==> config.mk <==
export PLATFORM = sky130hd
export DESIGN_NAME = nibble_add_seq
export DESIGN_NICKNAME = d
export VERILOG_FILES = /design/src/rtl/nibble_add_pkg.sv /design/src/rtl/nibble_adder.sv /design/src/rtl/nibble_add_seq.sv
export SDC_FILE = /design/constraint.sdc
export NUM_CORES = 1
export LEC_CHECK = 0
export CAP_MARGIN = 15
export CORE_ASPECT_RATIO = 2
export CORE_MARGIN = 8
export CORE_UTILIZATION = 25
export CTS_BUF_LIST = sky130_fd_sc_hd__clkbuf_16
export DETAILED_ROUTE_END_ITERATION = 8
export DONT_BUFFER_PORTS = 1
export GPL_TIMING_DRIVEN = 0
export SYNTH_ARGS = -nofsm -noshare
export SYNTH_HDL_FRONTEND = slang
export SYNTH_SLANG_ARGS = --single-unit
==> constraint.sdc <==
create_clock -name clk -period 2.8 [get_ports clk]
set_clock_uncertainty 0.15 [all_clocks]
set_input_delay 0.56 -clock clk [delete_from_list [all_inputs] [get_ports clk]]
set_output_delay 0.56 -clock clk [all_outputs]
set_load 0.005 [all_outputs]
==> src/rtl/nibble_add_pkg.sv <==
// ----------------------------------------------------------------------------
// nibble_add_pkg
// Shared definitions for the nibble-serial adder:
//   NIBBLE_W   - width of the shared ripple-carry slice (4 bits)
//   state_t    - sequencer FSM states {IDLE, RUN, DONE}
//   cnt_width  - width of a counter that indexes 'nibbles' nibbles
// ----------------------------------------------------------------------------
package nibble_add_pkg;

    localparam int NIBBLE_W = 4;

    typedef enum logic [1:0] {
        IDLE = 2'd0,
        RUN  = 2'd1,
        DONE = 2'd2
    } state_t;

    // A single-nibble operand still needs a 1-bit counter to stay legal.
    function automatic int cnt_width(input int nibbles);
        return (nibbles > 1) ? $clog2(nibbles) : 1;
    endfunction

endpackage

==> src/rtl/nibble_adder.sv <==
// ----------------------------------------------------------------------------
// nibble_adder
// Combinational NIBBLE_W-bit ripple-carry slice built from 1-bit full-adder
// cells, one cell per loop iteration.
// Ports:
//   a, b  in   NIBBLE_W  addend nibbles
//   ci    in   1         carry into bit 0
//   s     out  NIBBLE_W  sum nibble
//   co    out  1         carry out of the top bit
// ----------------------------------------------------------------------------
module nibble_adder
    import nibble_add_pkg::*;
(
    input  logic [NIBBLE_W-1:0] a,
    input  logic [NIBBLE_W-1:0] b,
    input  logic                ci,
    output logic [NIBBLE_W-1:0] s,
    output logic                co
);

    logic carry;

    // NOTE: blocking assignments are correct here; 'carry' is a combinational
    // ripple variable updated in program order, not a stored state.
    always_comb begin
        carry = ci;
        s     = '0;
        for (int i = 0; i < NIBBLE_W; i++) begin
            s[i]  = a[i] ^ b[i] ^ carry;
            carry = (a[i] & b[i]) | (carry & (a[i] ^ b[i]));
        end
        co = carry;
    end

endmodule

==> src/rtl/nibble_add_seq.sv <==
// ----------------------------------------------------------------------------
// nibble_add_seq
// Multi-cycle WIDTH-bit adder that pushes one nibble per clock (LSB first)
// through a single shared nibble_adder slice, with the carry registered
// between nibbles. Operands arrive and results leave over valid/ready.
//
// Optional feature macro: NIBBLE_ADD_SUB_EN
//   When defined, an op_sub input selects A-B (B inverted, carry-in forced 1).
//   When undefined, op_sub does not exist and the block only adds.
//
// Parameters:
//   WIDTH      operand/result width; multiple of 4 and >= 4
// Ports:
//   clk        in   1      rising-edge clock
//   rst        in   1      asynchronous active-high reset
//   in_valid   in   1      operands valid
//   in_ready   out  1      sequencer idle and able to accept operands
//   op_a       in   WIDTH  operand A
//   op_b       in   WIDTH  operand B
//   c_in       in   1      carry into nibble 0
//   op_sub     in   1      1 = A-B (only with NIBBLE_ADD_SUB_EN)
//   out_valid  out  1      result valid (DONE state)
//   out_ready  in   1      consumer takes result
//   sum        out  WIDTH  result
//   c_out      out  1      carry out of the top nibble
//   busy       out  1      high in RUN or DONE
// ----------------------------------------------------------------------------
module nibble_add_seq
    import nibble_add_pkg::*;
#(
    parameter int WIDTH = 16
) (
    input  logic             clk,
    input  logic             rst,
    input  logic             in_valid,
    output logic             in_ready,
    input  logic [WIDTH-1:0] op_a,
    input  logic [WIDTH-1:0] op_b,
    input  logic             c_in,
`ifdef NIBBLE_ADD_SUB_EN
    input  logic             op_sub,
`endif
    output logic             out_valid,
    input  logic             out_ready,
    output logic [WIDTH-1:0] sum,
    output logic             c_out,
    output logic             busy
);

    localparam int NIBBLES = WIDTH / NIBBLE_W;
    localparam int CNT_W   = cnt_width(NIBBLES);
    localparam logic [CNT_W-1:0] LAST_CNT = CNT_W'(NIBBLES - 1);

    if ((WIDTH < NIBBLE_W) || ((WIDTH % NIBBLE_W) != 0)) begin : g_bad_width
        $error("nibble_add_seq: WIDTH must be a multiple of 4 and >= 4");
    end

    // Operands and result are held as nibble arrays so the counter indexes
    // them directly.
    typedef logic [NIBBLES-1:0][NIBBLE_W-1:0] nib_vec_t;

    state_t           state_q,   state_d;
    logic [CNT_W-1:0] cnt_q,     cnt_d;
    logic             carry_q,   carry_d;
    nib_vec_t         a_q,       a_d;
    nib_vec_t         b_q,       b_d;
    nib_vec_t         sum_q,     sum_d;
    logic             c_out_q,   c_out_d;
    logic             sub_q,     sub_d;

    logic [NIBBLE_W-1:0] slice_a;
    logic [NIBBLE_W-1:0] slice_b;
    logic [NIBBLE_W-1:0] slice_s;
    logic                slice_co;
    logic                accept;

    nibble_adder u_slice (
        .a  (slice_a),
        .b  (slice_b),
        .ci (carry_q),
        .s  (slice_s),
        .co (slice_co)
    );

    // Held low during reset so a producer never sees a handshake it could
    // mistake for an accept while the state registers are cleared.
    assign in_ready  = (state_q == IDLE) && !rst;
    assign accept    = in_valid && in_ready;
    assign out_valid = (state_q == DONE);
    assign busy      = (state_q != IDLE);
    assign sum       = sum_q;
    assign c_out     = c_out_q;

    always_comb begin
        // NOTE: every _d takes its _q value first so each branch below only
        // writes what changes and no path can infer a latch.
        state_d = state_q;
        cnt_d   = cnt_q;
        carry_d = carry_q;
        a_d     = a_q;
        b_d     = b_q;
        sum_d   = sum_q;
        c_out_d = c_out_q;
        sub_d   = sub_q;

        // Subtraction is A + ~B + 1: invert B per nibble, carry register
        // was preloaded with 1 at accept.
        slice_a = a_q[cnt_q];
        slice_b = sub_q ? ~b_q[cnt_q] : b_q[cnt_q];

        unique case (state_q)
            IDLE: begin
                if (accept) begin
                    a_d     = op_a;
                    b_d     = op_b;
                    carry_d = c_in;
                    cnt_d   = '0;
                    sub_d   = 1'b0;
`ifdef NIBBLE_ADD_SUB_EN
                    sub_d   = op_sub;
                    if (op_sub) begin
                        carry_d = 1'b1;
                    end
`endif
                    state_d = RUN;
                end
            end
            RUN: begin
                sum_d[cnt_q] = slice_s;
                carry_d      = slice_co;
                cnt_d        = cnt_q + 1'b1;
                if (cnt_q == LAST_CNT) begin
                    cnt_d   = '0;
                    c_out_d = slice_co;
                    state_d = DONE;
                end
            end
            DONE: begin
                if (out_ready) begin
                    state_d = IDLE;
                end
            end
            default: begin
                state_d = IDLE;
            end
        endcase
    end

    // NOTE: the datapath registers are reset along with the FSM so an
    // aborted run leaves sum/c_out at zero instead of a partial result.
    always_ff @(posedge clk or posedge rst) begin
        if (rst) begin
            state_q <= IDLE;
            cnt_q   <= '0;
            carry_q <= 1'b0;
            a_q     <= '0;
            b_q     <= '0;
            sum_q   <= '0;
            c_out_q <= 1'b0;
            sub_q   <= 1'b0;
        end else begin
            // NOTE: non-blocking so every flop samples the pre-edge values.
            state_q <= state_d;
            cnt_q   <= cnt_d;
            carry_q <= carry_d;
            a_q     <= a_d;
            b_q     <= b_d;
            sum_q   <= sum_d;
            c_out_q <= c_out_d;
            sub_q   <= sub_d;
        end
    end

endmodule

==> run summary <==
Final min period = 2980 ps
Synth top area share = 53.7%
top post-synthesis cells by count = dfrtp_1, mux2_4, mux2_2
share of cells above drive strength 1 = 43.8%
Post-Syn Instances = 165
Leakage = 1.27 nW
row cnt = 52
Die X = 87.0 um
Least-Margin Pin Slew = 491 ps
maximum VDD drop = 0.675 mV
first-pass GRT wire length = 8570 um
Critical Path RT = 2860 ps
CP Cell Sequence = buf_12 > mux4_2 > fa_2 > inv_2 > fa_2 > inv_2 > fa_2 > inv_2 > fa_2 > o21ai_2
setup TNS = -689 ps
Post-Syn Nets = 210
post-synthesis sequential area ratio = 53.7%
largest buffer count on any clock path = 2
largest net degree at the start of global routing = 33
CTS tree = yes
Post-route DRC = 0
Synth area leaders = dfrtp_1, mux2_4, mux4_2, mux2_2, fa_1
Finish-stage setup viols = 4
cell family with most CP delay = adder cells
clock sink count = 54
Iter 0 DRT Violations = 52
drt pass-1 iters = 4
Achievable Freq = 335 MHz
clk_lat worst skew = 290 ps
Worst-path clk slew = 70 ps
CTS root buf = clkbuf_16
crit path buf inv count = 4
outcome = complete, but fails checks
R2R setup slack = -180 ps
Top cell by count, worst path = fa_2
Hold Path Class = input pin to async pin
post-route ant nets = 0
most frequent cell after synthesis = dfrtp_1
max_slew headroom = 67.2%
H-tree Lvls = 2
# nets final = 222
leading area contributor after synthesis = dfrtp_1
via count = 1336
Async SR Flop Fraction = 100%
area grow syn2layout = 17.3%
setup slack after layout = -183 ps
slowest stage delay, CP = 540 ps
Initial Utilization = 25.3%
# port buffers = 0
Avg Cell Area, Syn = 15.3 um2
crit path kind = flip-flop to flip-flop
RSZ-0062 raised after global routing = yes
crit path max fanout = 4
reg2reg end = sum[3]$_DFFE_PP0P_
Post-Syn Area = 2520 um2
gr ovfl total = 0
Power Total = 4.03 mW
warnings from Yosys = 0
Synth cell types = 23
Hold Violations, Final = 0
PwrDens = 1370 nW/um2
Post-synth EDFFs = 0
initial antenna violation count = 0
Num CTS Buffers = 5
Ports = 57
hold slack = 27.8 ps
Chip Height = 158 um
Yosys reg bits = 54
Crit. End Element = flip-flop
die footprint = 13700 um2
drt wl/cell = 16.7 um
final WL = 5250 um
Post-synth top flop = dfrtp_1
Max Slew Vio Count = 0
core region area = 9950 um2
vias in the first global route = 1546
violations in the final reports = setup timing
hold buffers post-CTS = 0
CP startpoint kind = flip-flop
slowest CP cell = mux4_2
Total GRT Usage = 8.22%
DP HPWL = 4050 um
period utilization = 107%
Max Cap Viol = 0
worst path arrival time = 3050 ps
vias per std cell = 4.25
GP Congestion = 0.692
Worst R2R Start = cnt_q[0]$_DFFE_PP0P_
Worst Reg-to-Reg Cells = 10
[final cells by class]
cell class | count | area, um2
tap | 135 | 169
inverter | 12 | 45.0
clock buffer | 5 | 125
multi-input combinational | 92 | 1060
antenna | 1 | 2.50
buffer | 7 | 101
timing repair buffer | 5 | 50.0
sequential | 54 | 1350
fill | 999 | 7000
clock inverter | 3 | 43.8
[worst max-delay path by stage]
| stage | to | from | slack (ps) | cells after the start |
|---|---|---|---|---|
| floorplan | sum[15]$_DFFE_PP0P_ | cnt_q[0]$_DFFE_PP0P_ | -100 | 10 |
| global placement | sum[15]$_DFFE_PP0P_ | cnt_q[1]$_DFFE_PP0P_ | -430 | 10 |
| detailed placement | sum[7]$_DFFE_PP0P_ | cnt_q[1]$_DFFE_PP0P_ | -510 | 10 |
| global route | sum[7]$_DFFE_PP0P_ | cnt_q[0]$_DFFE_PP0P_ | -260 | 10 |
| CTS | sum[7]$_DFFE_PP0P_ | cnt_q[0]$_DFFE_PP0P_ | -200 | 10 |
| finish | sum[3]$_DFFE_PP0P_ | cnt_q[0]$_DFFE_PP0P_ | -180 | 10 |
[flip-flops by register name, summed over array words and instances, names as in the netlist]
name     count
cnt_q        2
carry_q      1
sum         16
state_q      2
a_q         16
b_q         16
c_out        1
[power breakdown]
part | total [mW] | internal [mW] | switching (mW) | leakage (nW)
Sequential | 1.44 | 1.18 | 0.256 | 0.649
Clock | 0.692 | 0.423 | 0.269 | 0.0842
Combinational | 1.90 | 1.04 | 0.861 | 0.540
Total | 4.03 | 2.65 | 1.39 | 1.27
[worst register-to-register path: stages, from the launching register on]
cell and delay, ps:
dfrtp_2 400, buf_12 120, mux4_2 540, fa_2 380, inv_2 70, fa_2 180, inv_2 40, fa_2 340
inv_2 70, fa_2 490, o21ai_2 140
[layout by cell type (no fill, tap or decap), types with 2 or more instances in the layout]
cell type,count
mux2_1,5
nand3b_1,6
fa_2,4
o21ai_2,4
buf_4,5
mux2_4,20
clkbuf_16,5
nand2_1,11
o21ai_0,5
mux2_2,15
inv_2,4
buf_6,3
ha_1,4
inv_1,8
mux4_2,8
buf_12,4
dfrtp_1,53
nand2b_1,2
[kinds of logic (layout without fill, tap and decap cells)]
logic type	after synthesis	after routing	share of synthesized area, %
flops	54	54	53.7
mux	48	48	28.0
simple gates	22	22	4.92
buf+inv	19	32	5.07
compound gates	14	14	3.13
fa+ha+maj	8	8	5.17
other cells	0	1	0
[routing by layer]
metal	track usage (%)	vias to the layer above	routed length, um	part of all wire [%]
met3	4.94	6	746	14
met1	9.21	666	2020	38
met5	0	-	0	0
li1	-	601	-	-
met4	2.48	0	65	1.2
met2	12.7	63	2420	46
[repair_timing]
action,CTS,global route
hold endpoints to repair,0,0
endpoints found under the setup margin,10,8
pin swaps,3,3
setup buffers,3,1
gates resized for setup,7,6
[per-stage QoR]
stage	instance area (um2)	cells	utilization, %	worst slack, ps
after global placement	2700	300	27.1	-430
after detailed placement	2720	301	27.3	-511
after CTS	2930	312	29.4	-197
final	2950	314	29.7	-183
after floorplan	2530	165	-	-98.7
after global routing	2950	313	29.6	-261
No activity file was read; power rests on OpenSTA's default activity.
